<file path="config.mk">
export PLATFORM = sky130hd
export DESIGN_NAME = mult_seq_flat
export DESIGN_NICKNAME = d
export VERILOG_FILES = /design/src/rtl/mult_pkg.sv /design/src/rtl/mult_seq_if.sv /design/src/rtl/mult_seq_dp.sv /design/src/rtl/mult_seq.sv /design/src/flat_wrapper.sv
export SDC_FILE = /design/constraint.sdc
export NUM_CORES = 1
export LEC_CHECK = 0
export ABC_AREA = 1
export BUFFER_PORTS_ARGS = -buffer_cell sky130_fd_sc_hd__buf_2
export CAP_MARGIN = 15
export CORE_AREA = 8 8 218 220
export DETAILED_ROUTE_END_ITERATION = 10
export DIE_AREA = 0 0 226 228
export GPL_TIMING_DRIVEN = 0
export SYNTH_ARGS = -nofsm -noshare
export SYNTH_HDL_FRONTEND = slang
export SYNTH_SLANG_ARGS = --single-unit
</file>
<file path="constraint.sdc">
create_clock -name clock -period 3.9 [get_ports clock]
set_clock_uncertainty 0.15 [all_clocks]
set_input_delay 0.78 -clock clock [delete_from_list [all_inputs] [get_ports clock]]
set_output_delay 0.78 -clock clock [all_outputs]
set_load 0.02 [all_outputs]
</file>
<file path="src/rtl/mult_pkg.sv">
// Shared definitions for the sequential multiplier: FSM state encoding and width limits.
package mult_pkg;

  localparam int unsigned MULT_MIN_WIDTH = 4;
  localparam int unsigned MULT_MAX_WIDTH = 64;

  typedef enum logic [1:0] {
    IDLE = 2'd0,
    BUSY = 2'd1,
    DONE = 2'd2
  } state_e;

endpackage

</file>
<file path="src/rtl/mult_seq_if.sv">
// Request/response bundle between a multiplier client (master) and mult_seq (slave).
interface mult_seq_if #(
  parameter int unsigned WIDTH = 32
) ();

  logic             enable;
  logic             is_signed;
  logic [WIDTH-1:0] multiplicand;
  logic [WIDTH-1:0] multiplier;
  logic [WIDTH-1:0] result;
  logic [WIDTH-1:0] result_hi;
  logic             ready;
  logic             exception;
  logic             busy;

  modport master (
    output enable, is_signed, multiplicand, multiplier,
    input  result, result_hi, ready, exception, busy
  );

  modport slave (
    input  enable, is_signed, multiplicand, multiplier,
    output result, result_hi, ready, exception, busy
  );

endinterface

</file>
<file path="src/rtl/mult_seq_dp.sv">
// Multiplier datapath: operand magnitude/sign capture, radix-2 shift-add accumulator,
// and sign restoration of the full-width product with overflow detection.
module mult_seq_dp #(
  parameter int unsigned WIDTH = 32
) (
  input  logic             clock,
  input  logic             reset_n,
  input  logic             start_c,
  input  logic             step_c,
  input  logic             is_signed,
  input  logic [WIDTH-1:0] multiplicand,
  input  logic [WIDTH-1:0] multiplier,
  output logic [WIDTH-1:0] prod_lo_c,
  output logic [WIDTH-1:0] prod_hi_c,
  output logic             exception_c
);

  localparam int unsigned PW = 2 * WIDTH;

  logic [WIDTH-1:0] mcand_q, mcand_d;
  logic [PW-1:0]    acc_q, acc_d;
  logic             neg_q, neg_d;
  logic             signed_q, signed_d;

  logic [WIDTH-1:0] mag_a_c, mag_b_c;
  logic [WIDTH:0]   sum_c;
  logic [PW-1:0]    acc_step_c;
  logic [PW-1:0]    prod_c;

  // Magnitudes; the most-negative value maps onto 2^(WIDTH-1) without loss.
  always_comb begin
    mag_a_c = (is_signed && multiplicand[WIDTH-1]) ? (~multiplicand + WIDTH'(1)) : multiplicand;
    mag_b_c = (is_signed && multiplier[WIDTH-1])   ? (~multiplier + WIDTH'(1))   : multiplier;
  end

  // Upper half accumulates, lower half holds the not-yet-consumed multiplier bits.
  always_comb begin
    sum_c      = {1'b0, acc_q[PW-1:WIDTH]} +
                 (acc_q[0] ? {1'b0, mcand_q} : {(WIDTH + 1){1'b0}});
    acc_step_c = {sum_c, acc_q[WIDTH-1:1]};
  end

  always_comb begin
    mcand_d  = mcand_q;
    acc_d    = acc_q;
    neg_d    = neg_q;
    signed_d = signed_q;
    if (start_c) begin
      mcand_d  = mag_a_c;
      acc_d    = {{WIDTH{1'b0}}, mag_b_c};
      neg_d    = is_signed && (multiplicand[WIDTH-1] ^ multiplier[WIDTH-1]);
      signed_d = is_signed;
    end else if (step_c) begin
      acc_d = acc_step_c;
    end
  end

  always_ff @(posedge clock or negedge reset_n) begin
    if (!reset_n) begin
      mcand_q  <= '0;
      acc_q    <= '0;
      neg_q    <= 1'b0;
      signed_q <= 1'b0;
    end else begin
      mcand_q  <= mcand_d;
      acc_q    <= acc_d;
      neg_q    <= neg_d;
      signed_q <= signed_d;
    end
  end

  // Product as it will stand after the current step; meaningful on the final step.
  always_comb begin
    prod_c      = (neg_q && (acc_step_c != '0)) ? (~acc_step_c + PW'(1)) : acc_step_c;
    prod_lo_c   = prod_c[WIDTH-1:0];
    prod_hi_c   = prod_c[PW-1:WIDTH];
    exception_c = signed_q ? (prod_hi_c != {WIDTH{prod_lo_c[WIDTH-1]}})
                           : (prod_hi_c != '0);
  end

endmodule

</file>
<file path="src/rtl/mult_seq.sv">
// Sequential radix-2 multiplier: IDLE/BUSY/DONE control, iteration counter and
// registered result/handshake outputs around the mult_seq_dp datapath.
module mult_seq
  import mult_pkg::*;
#(
  parameter int unsigned WIDTH = 32
) (
  input  logic     clock,
  input  logic     reset_n,
  mult_seq_if.slave bus
);

  localparam int unsigned CNT_W = $clog2(WIDTH + 1);
  localparam logic [CNT_W-1:0] LAST_ITER = CNT_W'(WIDTH - 1);

  state_e           state_q, state_d;
  logic [CNT_W-1:0] counter_q, counter_d;
  logic [WIDTH-1:0] result_q, result_d;
  logic [WIDTH-1:0] result_hi_q, result_hi_d;
  logic             exception_q, exception_d;
  logic             ready_q, ready_d;
  logic             busy_q, busy_d;

  logic             start_c, step_c;
  logic [WIDTH-1:0] prod_lo_c, prod_hi_c;
  logic             exception_c;

  mult_seq_dp #(.WIDTH(WIDTH)) u_dp (
    .clock        (clock),
    .reset_n      (reset_n),
    .start_c      (start_c),
    .step_c       (step_c),
    .is_signed    (bus.is_signed),
    .multiplicand (bus.multiplicand),
    .multiplier   (bus.multiplier),
    .prod_lo_c    (prod_lo_c),
    .prod_hi_c    (prod_hi_c),
    .exception_c  (exception_c)
  );

  // Next-state and output decode; results are captured only on the BUSY->DONE edge.
  always_comb begin
    state_d     = state_q;
    counter_d   = counter_q;
    result_d    = result_q;
    result_hi_d = result_hi_q;
    exception_d = exception_q;
    ready_d     = 1'b0;
    start_c     = 1'b0;
    step_c      = 1'b0;
    unique case (state_q)
      IDLE: begin
        if (bus.enable) begin
          start_c   = 1'b1;
          counter_d = '0;
          state_d   = BUSY;
        end
      end
      BUSY: begin
        step_c    = 1'b1;
        counter_d = counter_q + CNT_W'(1);
        if (counter_q == LAST_ITER) begin
          result_d    = prod_lo_c;
          result_hi_d = prod_hi_c;
          exception_d = exception_c;
          state_d     = DONE;
        end
      end
      DONE: begin
        ready_d = 1'b1;
        state_d = IDLE;
      end
      default: state_d = IDLE;
    endcase
    busy_d = (state_d != IDLE);
  end

  always_ff @(posedge clock or negedge reset_n) begin
    if (!reset_n) begin
      state_q     <= IDLE;
      counter_q   <= '0;
      result_q    <= '0;
      result_hi_q <= '0;
      exception_q <= 1'b0;
      ready_q     <= 1'b0;
      busy_q      <= 1'b0;
    end else begin
      state_q     <= state_d;
      counter_q   <= counter_d;
      result_q    <= result_d;
      result_hi_q <= result_hi_d;
      exception_q <= exception_d;
      ready_q     <= ready_d;
      busy_q      <= busy_d;
    end
  end

  assign bus.result    = result_q;
  assign bus.result_hi = result_hi_q;
  assign bus.exception = exception_q;
  assign bus.ready     = ready_q;
  assign bus.busy      = busy_q;

endmodule

</file>
<file path="src/flat_wrapper.sv">
// flat-port wrapper written by rule: the top's interface ports become plain ports
module mult_seq_flat import mult_pkg::*;
#(
  parameter int unsigned WIDTH = 32
)
  (clock, reset_n, bus_enable, bus_is_signed, bus_multiplicand, bus_multiplier, bus_result, bus_result_hi, bus_ready, bus_exception, bus_busy);
  mult_seq_if #(.WIDTH(WIDTH)) bus_i ();
  input  logic clock;
  input  logic reset_n;
  input wire logic [$bits(bus_i.enable)-1:0] bus_enable;
  input wire logic [$bits(bus_i.is_signed)-1:0] bus_is_signed;
  input wire logic [$bits(bus_i.multiplicand)-1:0] bus_multiplicand;
  input wire logic [$bits(bus_i.multiplier)-1:0] bus_multiplier;
  output wire logic [$bits(bus_i.result)-1:0] bus_result;
  output wire logic [$bits(bus_i.result_hi)-1:0] bus_result_hi;
  output wire logic [$bits(bus_i.ready)-1:0] bus_ready;
  output wire logic [$bits(bus_i.exception)-1:0] bus_exception;
  output wire logic [$bits(bus_i.busy)-1:0] bus_busy;
  assign bus_i.enable = bus_enable;
  assign bus_i.is_signed = bus_is_signed;
  assign bus_i.multiplicand = bus_multiplicand;
  assign bus_i.multiplier = bus_multiplier;
  assign bus_result = bus_i.result;
  assign bus_result_hi = bus_i.result_hi;
  assign bus_ready = bus_i.ready;
  assign bus_exception = bus_i.exception;
  assign bus_busy = bus_i.busy;
  mult_seq #(.WIDTH(WIDTH)) u_core (.clock(clock), .reset_n(reset_n), .bus(bus_i));
endmodule
</file>
# Yosys cells after proc, flatten, opt, wreduce, memory -nomap -nowiden
# Cells that the tools add are included.
[totals]
mem_count = 0
rom_bits = 0
ram_bits = 0
elab_cells = 53
out_inout_bits = 67
ff_bits = 173
latchBits = 0
input_bits = 68
[classes]
n_div = 0
mux = 16
magnitude_cmp = 0
n_reduce_logical = 12
eq_ne = 5
n_bitwise = 4
n_mul = 0
addsub = 5
shifts = 0
[op_table]
columns = ["cell", "n"]
rows = [
  ["$mux 64", 3],
  ["$mux 32", 3],
  ["$add 32x1->32 const B", 2],
  ["$add 64x1->64 const B", 1],
  ["$not 32->32", 2],
  ["$not 64->64", 1],
  ["$reduce_bool 64->1", 1],
  ["$add 32x32->33", 1],
  ["$ne 32x32->1", 1],
  ["$reduce_bool 32->1", 1],
  ["$pmux 6 s2", 1],
  ["$add 6x1->6 const B", 1],
  ["$eq 6x5->1 const B", 1],
  ["$mux 6", 1],
  ["$reduce_bool 2->1", 3],
  ["$mux 1", 5],
  ["$logic_and 1x1->1", 4],
  ["$mux 2", 2],
  ["$pmux 2 s2", 1],
  ["$reduce_and 2->1", 2],
  ["$eq 2x1->1 const B", 1],
  ["$eq 2x2->1 const B", 1],
  ["$logic_not 2->1", 1],
  ["$ne 2x2->1 const B", 1],
  ["$xor 1x1->1", 1],
]

# Depth between registers and ports, before layout
# Gate-level depths: netlist (run 1).
[logic_depth]
ltp_word = 7
depth_mapped = 35
depth_no_buf = 31

# By module
# Synthesis (run 1) repeated with hierarchy kept, for this count alone.
[hier_totals]
hier_cells = 2264
hier_area_um2 = 14222.4
[by_module_without_submodules]
columns = ["module", "cells_per_inst", "area_each_um2", "seq_area_each_um2", "instances"]
rows = [
  ["mult_seq_dp", 1924, 11169.5, 2452.4, 1],
  ["mult_seq", 340, 3052.9, 1876.8, 1],
]

# Least setup slack after synthesis (run 1)
# No wires, ideal clock.
[synth_timing]
kind = "register to register"
start = "register u_core.u_dp.acc_q[0]"
end = "register u_core.exception_q (netlist: u_core.bus.exception)"
path_buffers = 2
t_required_ns = 3.634
arrival_time_ns = 3.513
period_less_slack_ns = 3.780
slack_ns = 0.120
setup_ns = 0.116
path_stages_with_launch = 29
path_cell_list = "dfrtp_1 > clkbuf_1 > clkbuf_1 > nand2_1 > inv_1 > ha_1 > fa_1 > xnor2_1 > nand3_1 > nor2_1 > nand2_1 > inv_1 > nand2_1 > nor2_1 > nand2_1 > nor2_1 > nand3_1 > nand2_1 > nand2_1 > nand2_1 > nand2_1 > nor2_1 > nand3_1 > nor2_1 > nand3_1 > nand2_1 > nand3_1 > nand2_1 > nand2_1"
[synth_via]
elab_chain_cells = 7
word_cells_on_any_way = 10
cone_classes = "add/sub (2); eq/ne (1); mux (3); bitwise (1); reduce/logical (3)"
[synth_lines]
columns = ["element", "line", "source"]
rows = [
  ["start, declared", "mult_seq_dp.sv:21", "logic [PW-1:0] acc_q, acc_d;"],
  ["start signal, assigned", "mult_seq_dp.sv:61", "acc_q <= '0;"],
  ["start signal, assigned", "mult_seq_dp.sv:66", "acc_q <= acc_d;"],
  ["$mux 32 (*)", "mult_seq_dp.sv:39", "(acc_q[0] ? {1'b0, mcand_q} : {(WIDTH + 1){1'b0}});"],
  ["$add 32x32->33 (*)", "mult_seq_dp.sv:38", "sum_c = {1'b0, acc_q[PW-1:WIDTH]} +"],
  ["$not 64->64 / $reduce_bool 64->1 (equally long branches)", "mult_seq_dp.sv:74", "prod_c = (neg_q && (acc_step_c != '0)) ? (~acc_step_c + PW'(1)) : acc_step_c;"],
  ["$add 64x1->64 / $logic_and 1x1->1 (equally long branches)", "mult_seq_dp.sv:74", ""],
  ["$mux 64 (*)", "mult_seq_dp.sv:74", ""],
  ["$ne 32x32->1 / $reduce_bool 32->1 (equally long branches)", "mult_seq_dp.sv:77, mult_seq_dp.sv:78", ""],
  ["$mux 1 (*)", "mult_seq_dp.sv:77", "exception_c = signed_q ? (prod_hi_c != {WIDTH{prod_lo_c[WIDTH-1]}})"],
  ["end signal, assigned", "mult_seq.sv:92", "exception_q <= exception_d;"],
  ["end, declared", "mult_seq.sv:20", "logic exception_q, exception_d;"],
]
# Mark *: on every way between the ends. The rest lies on a longest branch, timed or not.
# A chain may end at the register's enable or synchronous reset.

# Worst setup path in the final report (run 1)
# Ends and elaborated chain as after synthesis.

==> flow_summary_export.csv, run 1 <==
group,metric,value,unit
flow_run,maxCapViolCount,0,
yosys,yosys.area.top_type,"dfrtp_1",
power,ir_worst_vdd,461,uV
yosys,synth.most_common_cell,"nand2_1",
outcome,violations,"setup timing",
placement,post-dp-hpwl,39700,um
clock_tree,cts.sinks,173,
worst_setup_path,endpoint,"u_core.bus.exception",
global_route,antenna_found_initial,0,
worst_setup_path,cp-start-kind,"flop",
global_route,overflow,0,
worst_setup_path,cpMostUsedCell,"nand2_1",
sta,rsz0062_at_grt,"yes",
worst_setup_path,startpoint,"u_core.u_dp.acc_q[0]",
power,p_leak,9.09,nW
floorplan,core_area,0.0438,mm^2
worst_setup_path,r2r_end,"u_core.bus.exception",
yosys,ys_ff_latch,173,
yosys,synth_fp_nets,2329,
yosys,synth_area,0.0139,mm^2
global_route,grt_use_total,0.195,
clock_tree,cts_buffer_depth,2,
routing,wl_per_cell,16.6,um
clock_tree,h-tree-depth,4,
routing,dr.pass1.iters,5,
yosys,synth_flop_cell,"dfrtp_1",
outcome,status,"finished with violations",
worst_setup_path,reg2reg_slack,-0.15,ns
power,finalPower,0.0178,W
worst_setup_path,crit_family,"simple AND/OR/NAND/NOR gates",
worst_setup_path,cp_data_arrival_time,4.25,ns
yosys,avgSynthCellArea,6.26,um^2
placement,gp_congestion,0.919,
sta,hold_violations,0,
sta,period_share,1.04,
routing,wl,50800,um
yosys,synth_edf_count,0,
sta,final_max_slew_viol_count,0,
worst_setup_path,crit_fanout,8,
clock_tree,cts_made_buffers,17,
sta,fin_ws,-0.146,ns
floorplan,dieArea,0.0515,mm^2
finish,fin_area,0.0178,mm^2
floorplan,num_rows,77,
finish,multi_input_area,0.00920,mm^2
routing,drtIter0Drc,1059,
yosys,yosys-top-cells-count,"nand2_1 (820), inv_1 (296), nor2_1 (214), dfrtp_1 (173), o21ai_0 (157)",
yosys,yosysTopAreaCellShare,0.311,
clock_tree,worstSkewPairLatency,0.47,ns
floorplan,io_pins,135,
worst_setup_path,worstSetupEndpointType,"flop",
global_route,first_global_vias,14600,
worst_setup_path,crit_buf_inv,5,
global_route,grt_pass1_wl,79600,um
finish,fin_nets,2554,
sta,maxSlewHeadroom,0.307,
clock_tree,cts_tree,"yes",
sta,fmax,247,MHz
clock_tree,ctsRootBufferMaster,"clkbuf_16",
placement,placed_cell_area,0.0154,mm^2
finish,area_growth,27.7,%
routing,vias_per_cell,4.86,
floorplan,start_util,0.317,
sta,finalSetupViolCount,1,
worst_setup_path,cpMaxStageDelayCell,"dfrtp_2",
worst_setup_path,critical_path_depth,30,
routing,vias,14900,
sta,min_period,4.05,ns
yosys,seq_area_frac_synth,0.311,
worst_setup_path,reg2reg_from,"u_core.u_dp.acc_q[0]",
worst_setup_path,required,4.11,ns
yosys,ys_types,44,
worst_setup_path,max_stage_delay,0.47,ns
placement,portBuffers,134,
routing,remaining_drc_errors,0,
yosys,async_reset_ff_frac,1.00,
worst_setup_path,r2r_cells,30,
finish,drive_above_1_share,0.212,
yosys,synth.area.top_cells,"dfrtp_1 (31%), nand2_1 (22%), inv_1 (8.0%)",
yosys,syn-instance-count,2224,
finish,final_core_util,0.405,
finish,regArea,0.00433,mm^2
clock_tree,cts.reportedPaths.clkPinSlew,0.07,ns
worst_setup_path,critical_path_class,"reg -> reg",
floorplan,die_x,226,um
sta,tightest_slew,1.04,ns
power,powerDensity,1000,mW/mm^2
finish,nFillCells,4578,
routing,antenna_left,0,
yosys,yosys_warnings,0,
global_route,grt_max_degree,98,
hold_path,hp-class,"in -> async",
floorplan,fp.dieH,228,um
report_power, final:
group	total [W]	internal (W)	leakage [nW]	switching (W)
registers	0.00327	0.00261	2.19	0.000665
clock network	0.00186	0.00104	0.304	0.000823
logic	0.0126	0.00457	6.60	0.00806
layout make-up:
class / count / share of cell area
flip-flops and latches: 173 / 0.244
inverters: 307 / 0.0648
plain buffers: 57 / 0.0199
repair buffers: 207 / 0.0772
diodes: 1 / 0.000141
multi-input cells: 1686 / 0.518
clock buffers: 18 / 0.0247
clock inverters: 14 / 0.0101
well taps: 592 / 0.0417
worst register-to-register path: cells and delay by family, from the launching register on:
kind                       cells  cell delay (ns)
and+or+nand+nor               22             1.97
buffers and inverters          5             0.67
adders and majority gates      2             0.52
DFF                            1             0.47
AOI/OAI and AO/OA              1             0.16
flip-flops by register name, summed over array words and instances, names as in the netlist:
name and cells:
u_core.bus.busy 1, u_core.u_dp.signed_q 1, u_core.u_dp.neg_q 1, u_core.bus.result 32
u_core.bus.exception 1, u_core.bus.result_hi 32, u_core.state_q 2, u_core.counter_q 6
u_core.u_dp.acc_q 64, u_core.u_dp.mcand_q 32, u_core.bus.ready 1
cell usage in the layout (no fill, tap or decap), drive strengths merged, types with 2 or more instances in the layout:
| cell | instances |
|---|---|
| a21oi | 29 |
| a31oi | 3 |
| a41oi | 2 |
| and2 | 2 |
| buf | 223 |
| bufinv | 3 |
| clkbuf | 59 |
| clkinv | 8 |
| dfrtp | 173 |
| ha | 36 |
| inv | 309 |
| nand2 | 866 |
| nand3 | 129 |
| nand3b | 7 |
| nand4 | 28 |
| nor2 | 230 |
| nor3 | 43 |
| nor3b | 3 |
| nor4 | 7 |
| o211ai | 18 |
| o21ai | 165 |
| o221ai | 5 |
| o31ai | 3 |
| or2 | 3 |
| xnor2 | 23 |
| xor2 | 78 |
repair_timing:
item                       4_1_cts  5_1_grt
setup endpoints to repair       64       30
hold buffers                     0        0
pin swaps                       47       61
buffers inserted                35       33
cloned                           3        1
resized for setup              181      115
hold endpoints to repair         0        0
worst min-delay path by stage:
| stage | startpoint | end | slack [ns] | depth (start not counted) |
|---|---|---|---|---|
| 2_1_floorplan | u_core.state_q[0] | u_core.bus.ready | 0.25 | 1 |
| 3_3_place_gp | u_core.state_q[0] | u_core.bus.ready | 0.27 | 1 |
| 3_5_place_dp | u_core.state_q[0] | u_core.bus.ready | 0.27 | 1 |
| 4_1_cts | reset_n | u_core.bus.result[18] | 0.14 | 1 |
| 5_1_grt | reset_n | u_core.bus.result[8] | 0.16 | 1 |
| 6_report | reset_n | u_core.bus.result_hi[15] | 0.11 | 1 |
kinds of logic (layout without fill, tap and decap cells):
logic type,count (synthesis),after routing,synth area share
XOR/XNOR,101,101,0.0636
other,0,1,0
AO/OA/AOI/OAI,229,229,0.0904
adder cells (fa/ha/maj),37,37,0.0338
AND/OR/NAND/NOR,1319,1319,0.399
buffers and inverters,365,603,0.102
flip-flops,173,173,0.311
stage by stage:
stage | worst slack, ns | hold WS, ns | cells | setup TNS, ns
after floorplan | 0.120 | 0.251 | 2224 | 0
after global placement | -1.21 | 0.272 | 2950 | -215.90
after detailed placement | -1.20 | 0.270 | 2951 | -43.57
after CTS | -0.0835 | 0.140 | 3020 | -0.0835
after global routing | -0.374 | 0.161 | 3054 | -1.32
final | -0.146 | 0.114 | 3055 | -0.146
metal layers:
metal / GRT usage / vias up / wire length [um]
li1: - / 7401 / -
met1: 0.248 / 6996 / 22700
met2: 0.322 / 356 / 24000
met3: 0.0339 / 100 / 2210
met4: 0.0780 / 0 / 1910
met5: 0 / - / 0
No activity file was read; power rests on OpenSTA's default activity.
==> run 2: changes to the inputs <==
--- a/config.mk
+++ b/config.mk
@@ -8,10 +8,12 @@
 export ABC_AREA = 1
 export BUFFER_PORTS_ARGS = -buffer_cell sky130_fd_sc_hd__buf_2
 export CAP_MARGIN = 15
-export CORE_AREA = 8 8 218 220
+export CORE_AREA = 8 8 220 222
 export DETAILED_ROUTE_END_ITERATION = 10
-export DIE_AREA = 0 0 226 228
+export DIE_AREA = 0 0 228 230
 export GPL_TIMING_DRIVEN = 0
+export MAX_ROUTING_LAYER = met4
 export SYNTH_ARGS = -nofsm -noshare
 export SYNTH_HDL_FRONTEND = slang
+export SYNTH_HIERARCHICAL = 1
 export SYNTH_SLANG_ARGS = --single-unit
==> run 2 against run 1 <==
  * The flow still finishes with violations (setup timing)
  * Critical path depth increased by 3
  * Critical endpoint is now u_core/bus.exception
  * Cell area increased by 3.4%
  * Synthesized cell count increased by 1.8%
  * Combinational power increased by 6%
==> flow_summary_export.csv, run 2 <==
group,metric,value,unit
outcome,status,"finished with violations",
outcome,violations,"setup timing",
yosys,yosysTopAreaCellShare,0.304,
sta,finalSetupViolCount,1,
floorplan,dieArea,0.0524,mm^2
routing,remaining_drc_errors,0,
yosys,yosys_warnings,6,
yosys,synth_fp_nets,2369,
sta,rsz0062_at_grt,"yes",
clock_tree,cts_made_buffers,17,
sta,final_max_slew_viol_count,0,
finish,area_growth,29.2,%
routing,highest_layer,"met4",
routing,drt-met1-wl,25100,um
power,p_leak,9.55,nW
routing,vias,15500,
routing,drtIter0Drc,936,
routing,dr.pass1.iters,5,
power,p_sw,0.0101,W
global_route,grt_pass1_wl,80400,um
yosys,syn-instance-count,2264,
clock_tree,cts.reportedPaths.clkPinSlew,0.07,ns
worst_setup_path,crit_family,"simple AND/OR/NAND/NOR gates",
sta,fin_tns_setup,-0.197,ns
routing,antenna_left,0,
placement,dp.cells,2999,
power,swShare,0.550,
sta,whs,0.0890,ns
yosys,ys_types,44,
routing,vias_per_cell,4.97,
clock_tree,cts_tree,"yes",
yosys,yosys.area.top_type,"dfrtp_1",
worst_setup_path,r2r_cells,33,
clock_tree,ctsRootBufferMaster,"clkbuf_16",
worst_setup_path,critical_path_class,"reg -> reg",
worst_setup_path,reg2reg_from,"u_core/u_dp/acc_q[0]",
yosys,synth.most_common_cell,"nand2_1",
hold_path,hp-class,"in -> async",
finish,final_cell_mix,"nand2_1 (710), inv_1 (276), nand3_1 (187), dfrtp_1 (172), nor2_1 (150)",
yosys,ys_ff_latch,173,
sta,fmax,244,MHz
yosys,seq_area_frac_synth,0.304,
clock_tree,cts_buffer_depth,2,
clock_tree,worstSkewPairLatency,0.47,ns
global_route,grt_use_total,0.196,
yosys,async_reset_ff_frac,1.00,
worst_setup_path,cp_data_arrival_time,4.35,ns
worst_setup_path,max_stage_delay,0.46,ns
finish,fin_cells,3114,
yosys,synth_flop_cell,"dfrtp_1",
sta,tightest_slew,0.757,ns
sta,maxSlewHeadroom,0.495,
power,intPower,0.00825,W
worst_setup_path,cpMostUsedCell,"nand2_4",
sta,fin_ws,-0.197,ns
floorplan,num_rows,78,
flow_run,maxCapViolCount,0,
finish,largest_reg_flops,64,
yosys,synth_area,0.0142,mm^2
yosys,yosys-top-cells-count,"nand2_1 (812), inv_1 (286), nand3_1 (208), nor2_1 (199), dfrtp_1 (173)",
worst_setup_path,cp-start-kind,"flop",
sta,period_share,1.05,
global_route,first_global_vias,14700,
finish,regArea,0.00433,mm^2
worst_setup_path,cpMaxStageDelayCell,"dfrtp_2",
floorplan,die_x,228,um
yosys,synth_edf_count,0,
power,combPwrFrac,0.727,
yosys,synth.area.top_cells,"dfrtp_1 (30%), nand2_1 (21%), inv_1 (7.5%)",
finish,final_common_cell,"nand2_1",
power,powerDensity,996,mW/mm^2
power,finalPower,0.0183,W
worst_setup_path,crit_fanout,10,
routing,wl_met3,2600,um
floorplan,fp.dieH,230,um
clock_tree,h-tree-depth,4,
finish,nFillCells,4766,
placement,place_ws,-1.24,ns
routing,met2WireLength,23500,um
placement,post-dp-hpwl,41400,um
worst_setup_path,r2r_end,"u_core/bus.exception",
finish,largest_register,"u_core/u_dp/acc_q",
global_route,antenna_found_initial,1,
floorplan,io_pins,135,
yosys,avgSynthCellArea,6.28,um^2
power,p_clk_frac,0.097,
global_route,overflow,0,
power,p_seq_frac,0.177,
worst_setup_path,required,4.15,ns
worst_setup_path,reg2reg_slack,-0.20,ns
finish,drive_above_1_share,0.243,
worst_setup_path,crit_buf_inv,5,
sta,hold_violations,0,
finish,multi_input_area,0.00973,mm^2
placement,portBuffers,134,
routing,wl_per_cell,16.8,um
global_route,grt_max_degree,117,
power,ir_worst_vdd,429,uV
worst_setup_path,worstSetupEndpointType,"flop",
routing,wl,52300,um
floorplan,start_util,0.317,
finish,fin_nets,2603,
floorplan,core_area,0.0449,mm^2
sta,min_period,4.10,ns
clock_tree,cts.sinks,173,
placement,gp_congestion,0.915,
[run 2: cell types whose count changed after synthesis, sizes merged, moves of 14 or more]
cell	change
nand3	+90
a21oi	+23
buf	+16
xor2	-15
o21ai	-55
nand2	-14
[run 2: layout make-up]
| cell class | instances | area share |
|---|---|---|
| Buffer | 70 | 0.0244 |
| Inverter | 297 | 0.0612 |
| Clock inverter | 14 | 0.00865 |
| Tap cell | 600 | 0.0408 |
| Multi-Input combinational cell | 1723 | 0.529 |
| Sequential cell | 173 | 0.236 |
| Antenna cell | 3 | 0.000408 |
| Timing Repair Buffer | 216 | 0.0762 |
| Clock buffer | 18 | 0.0233 |
[run 2: kinds of logic after synthesis]
logic type      count (synthesis)  synth area share
xor+xnor                       84            0.0523
buf+inv                       368             0.106
fa+ha+maj                      37            0.0331
simple gates                 1391             0.418
flops                         173             0.304
compound gates                211            0.0866
[run 2: power by group through the flow]
stage	clock network (W)	registers [W]	logic (W)
after floorplan	0	0.00323	0.00683
after global placement	0	0.00315	0.00998
after detailed placement	0	0.00317	0.0101
after CTS	0.00182	0.00319	0.0115
after global routing	0.00188	0.00331	0.0145
final	0.00177	0.00324	0.0133
[run 2: per-layer routing]
metal / global-route usage / up-vias
met5: - / -
met4: 0.0519 / 0
met3: 0.0308 / 56
met2: 0.305 / 403
met1: 0.265 / 7354
li1: - / 7666
[run 2: timing repair]
action / 4_1_cts / 5_1_grt
gates cloned: 1 / 2
pin swaps: 53 / 101
resized for setup: 188 / 198
buffers inserted: 34 / 44
hold buffers: 0 / 0
endpoints found under the setup margin: 64 / 41
endpoints found under the hold margin: 0 / 0
[run 2: how the worst max path moves through the flow]
stage | to | startpoint | slack, ns | cells past startpoint
6_report | u_core/bus.exception | u_core/u_dp/acc_q[0] | -0.20 | 33
5_1_grt | u_core/bus.exception | u_core/u_dp/acc_q[0] | -0.43 | 32
4_1_cts | u_core/bus.exception | u_core/u_dp/acc_q[0] | -0.22 | 30
3_5_place_dp | u_core/bus.exception | u_core/u_dp/acc_q[0] | -1.24 | 31
3_3_place_gp | u_core/bus.exception | u_core/u_dp/acc_q[0] | -1.24 | 26
2_1_floorplan | u_core/bus.exception | u_core/u_dp/acc_q[0] | 0.06 | 32
[run 2: stage by stage]
stage	util	cell area [um^2]
6_report	0.409	18400
5_1_grt	0.409	18400
3_5_place_dp	0.349	15700
2_1_floorplan	-	14200
3_3_place_gp	0.348	15600
4_1_cts	0.384	17300
[run 2: worst register-to-register path, delay by kind of cell, from the launching register on]
family	cells	cell delay (ns)
flops	1	0.46
simple gates	26	2.38
buf+inv	5	0.49
fa+ha+maj	2	0.55
==> run 3: changes to the inputs <==
--- a/config.mk
+++ b/config.mk
@@ -5,12 +5,12 @@
 export SDC_FILE = /design/constraint.sdc
 export NUM_CORES = 1
 export LEC_CHECK = 0
-export ABC_AREA = 1
 export BUFFER_PORTS_ARGS = -buffer_cell sky130_fd_sc_hd__buf_2
 export CAP_MARGIN = 15
-export CORE_AREA = 8 8 220 222
+export CORE_AREA = 8 8 209 211
 export DETAILED_ROUTE_END_ITERATION = 10
-export DIE_AREA = 0 0 228 230
+export DIE_AREA = 0 0 217 219
+export GPL_ROUTABILITY_DRIVEN = 0
 export GPL_TIMING_DRIVEN = 0
 export MAX_ROUTING_LAYER = met4
 export SYNTH_ARGS = -nofsm -noshare
==> run 3 against run 2 <==
  * The flow still finishes with violations (setup timing)
  * Critical path depth fell by 11
  * Non-clock buffer count grew 9
  * Via count decreased by 22%
  * Hold slack gained 0.0014 ns
  * Synthesized cell count decreased by 37%
  * Fmax fell by 23%
  * Global-route usage decreased by 2.2 points
  * First-iteration DRC count shrank 16%
  * Flip-flop and latch count did not move
  * Clock-buffer cell count up 2
  * Setup slack lost 1.3 ns
  * Critical path type unchanged
  * Critical endpoint unchanged
==> flow_summary_export.csv, run 3 <==
group,metric,value,unit
floorplan,die_x,217,um
global_route,grt_use_met3,0.0420,
global_route,gr-usage-met1,0.222,
sta,hold_violations,0,
yosys,ys_ff_latch,173,
worst_setup_path,reg2reg_from,"u_core/u_dp/acc_q[0]",
finish,drive_above_1_share,0.332,
global_route,first_global_vias,11800,
sta,maxSlewHeadroom,0.161,
global_route,overflow,0,
hold_path,hp-class,"in -> async",
worst_setup_path,crit_family,"simple AND/OR/NAND/NOR gates",
clock_tree,h-tree-depth,4,
sta,finalSetupViolCount,57,
yosys,syn-instance-count,1426,
worst_setup_path,critical_path_depth,22,
worst_setup_path,path_cells,"buf_8 -> and2_4 -> ha_4 -> fa_2 -> buf_6 -> buf_6 -> nand3_4 -> a211o_4 -> a21oi_4 -> or3_4 -> a2111oi_4 -> o2111ai_2 -> nor4_4 -> buf_4 -> buf_12 -> a31oi_4 -> xor2_2 -> nor4bb_2 -> nand4_1 -> a2111oi_4 -> a41oi_2 -> mux2_4",
sta,fmax,187,MHz
routing,wl,43000,um
yosys,seq_area_frac_synth,0.342,
worst_setup_path,r2r_cells,22,
yosys,yosys.area.top_type,"dfrtp_1",
finish,area_growth,36.1,%
routing,dr.pass1.iters,5,
floorplan,fp.dieH,219,um
clock_tree,cts_made_buffers,17,
sta,final_max_slew_viol_count,0,
yosys,synth_edf_count,0,
clock_tree,cts.reportedPaths.clkPinSlew,0.07,ns
global_route,met2_usage,0.274,
yosys,yosys_warnings,6,
sta,min_period,5.36,ns
global_route,grt_use_total,0.175,
worst_setup_path,cp-start-kind,"flop",
global_route,grt_pass1_wl,64800,um
global_route,grt_max_degree,121,
placement,portBuffers,134,
worst_setup_path,r2r_end,"u_core/bus.exception",
routing,vias_per_cell,5.42,
yosys,yosysTopAreaCellShare,0.342,
outcome,status,"finished with violations",
sta,fin_ws,-1.46,ns
flow_run,maxCapViolCount,0,
yosys,avgSynthCellArea,8.89,um^2
floorplan,core_area,0.0404,mm^2
worst_setup_path,critical_path_class,"reg -> reg",
worst_setup_path,max_stage_delay,0.46,ns
clock_tree,cts.sinks,173,
worst_setup_path,cpMaxStageDelayCell,"dfrtp_2",
worst_setup_path,cp_data_arrival_time,5.55,ns
yosys,synth.area.top_cells,"dfrtp_1 (34%), xnor2_1 (6.2%), mux2i_1 (4.7%)",
finish,largest_register,"u_core/u_dp/acc_q",
finish,final_core_util,0.427,
outcome,violations,"setup timing",
routing,vias,12000,
floorplan,num_rows,74,
worst_setup_path,crit_fanout,5,
routing,drtIter0Drc,785,
sta,whs,0.0904,ns
finish,largest_reg_flops,64,
clock_tree,cts_tree,"yes",
yosys,synth_area,0.0127,mm^2
yosys,async_reset_ff_frac,1.00,
routing,wl_per_cell,19.4,um
placement,post-dp-hpwl,31500,um
clock_tree,worstSkewPairLatency,0.45,ns
clock_tree,hold_buffers,0,
worst_setup_path,worstSetupEndpointType,"flop",
floorplan,dieArea,0.0475,mm^2
worst_setup_path,reg2reg_slack,-1.46,ns
finish,fin_nets,1772,
global_route,antenna_found_initial,6,
sta,period_share,1.37,
sta,rsz0062_at_grt,"yes",
yosys,synth.most_common_cell,"dfrtp_1",
floorplan,start_util,0.314,
finish,final_cell_mix,"dfrtp_1 (172), buf_2 (139), nor2_1 (129), nand2_1 (94), a21oi_1 (83)",
floorplan,io_pins,135,
routing,remaining_drc_errors,0,
routing,antenna_left,0,
sta,tightest_slew,1.25,ns
yosys,synth_flop_cell,"dfrtp_1",
worst_setup_path,required,4.09,ns
finish,final_common_cell,"dfrtp_1",
clock_tree,ctsRootBufferMaster,"clkbuf_16",
worst_setup_path,crit_buf_inv,5,
clock_tree,cts_buffer_depth,2,
yosys,yosys-top-cells-count,"dfrtp_1 (173), nor2_1 (139), nand2_1 (102), a21oi_1 (98), xnor2_1 (89)",
yosys,synth_fp_nets,1531,
yosys,ys_types,88,
global_route,globalRoute.busiestLayer,"met2",
-- run 3: routing by layer --
layer / vias to the layer above / share of wire / wire (um)
met3: 73 / 0.069 / 2980
li1: 5674 / - / -
met2: 412 / 0.46 / 19900
met1: 5874 / 0.45 / 19200
met5: - / 0 / 0
met4: 0 / 0.022 / 958
-- run 3: worst max path at each step --
stage / from / endpoint / slack [ns]
after floorplan: u_core/u_dp/acc_q[0] / u_core/bus.exception / -0.79
after global placement: u_core/u_dp/acc_q[0] / u_core/bus.result[7] / -2.26
after detailed placement: u_core/u_dp/acc_q[0] / u_core/bus.exception / -2.31
after CTS: u_core/u_dp/acc_q[0] / u_core/bus.exception / -1.35
after global routing: u_core/u_dp/acc_q[0] / u_core/bus.exception / -1.56
final: u_core/u_dp/acc_q[0] / u_core/bus.exception / -1.46
-- run 3: repair_timing --
| item | 4_1_cts | 5_1_grt |
|---|---|---|
| setup buffers | 56 | 41 |
| hold endpoints to repair | 0 | 0 |
| pin swaps | 59 | 75 |
| gates resized for setup | 202 | 177 |
| cloned | 2 | 1 |
| endpoints found under the setup margin | 60 | 60 |
-- run 3: logic make-up after synthesis --
| logic type | Yosys count | share of synthesized area |
|---|---|---|
| XOR/XNOR | 134 | 0.0932 |
| adder cells (fa/ha/maj) | 37 | 0.0371 |
| AND/OR/NAND/NOR | 477 | 0.195 |
| flip-flops | 173 | 0.342 |
| buffers and inverters | 113 | 0.0398 |
| AO/OA/AOI/OAI | 364 | 0.186 |
| multiplexers | 128 | 0.108 |
-- run 3: per-stage QoR --
| stage | cells | instance area (um^2) | setup WS (ns) | setup TNS [ns] |
|---|---|---|---|---|
| finish | 2219 | 17200 | -1.46 | -46.50 |
| global route | 2217 | 17200 | -1.56 | -53.52 |
| CTS | 2180 | 16200 | -1.35 | -44.35 |
| detailed placement | 2093 | 14200 | -2.31 | -84.67 |
| global placement | 2092 | 14100 | -2.26 | -233.50 |
| floorplan | 1426 | 12800 | -0.792 | -17.25 |
-- run 3: worst reg2reg max path, stage by stage (launching register included) --
cell,delay (ns)
dfrtp_2,0.46
buf_8,0.15
and2_4,0.15
ha_4,0.16
fa_2,0.39
buf_6,0.15
buf_6,0.11
nand3_4,0.05
a211o_4,0.19
a21oi_4,0.08
or3_4,0.41
a2111oi_4,0.35
o2111ai_2,0.21
nor4_4,0.36
buf_4,0.20
buf_12,0.10
a31oi_4,0.08
xor2_2,0.17
nor4bb_2,0.34
nand4_1,0.20
a2111oi_4,0.38
a41oi_2,0.10
mux2_4,0.29
-- run 3: area by class of cell --
cell class                 count  area [um^2]
buffer                        67          477
sequential                   173         4330
inverter                      40          153
tap                          532          666
fill                        3874        23100
timing repair buffer         228         1550
antenna                        8         20.0
multi-input combinational   1140         9500
clock buffer                  20          457
clock inverter                11         98.8
Power of run 3 is left out: the tool's default activity adds up to more than one toggle a clock period on the data nets, which glitch-free logic cannot reach.
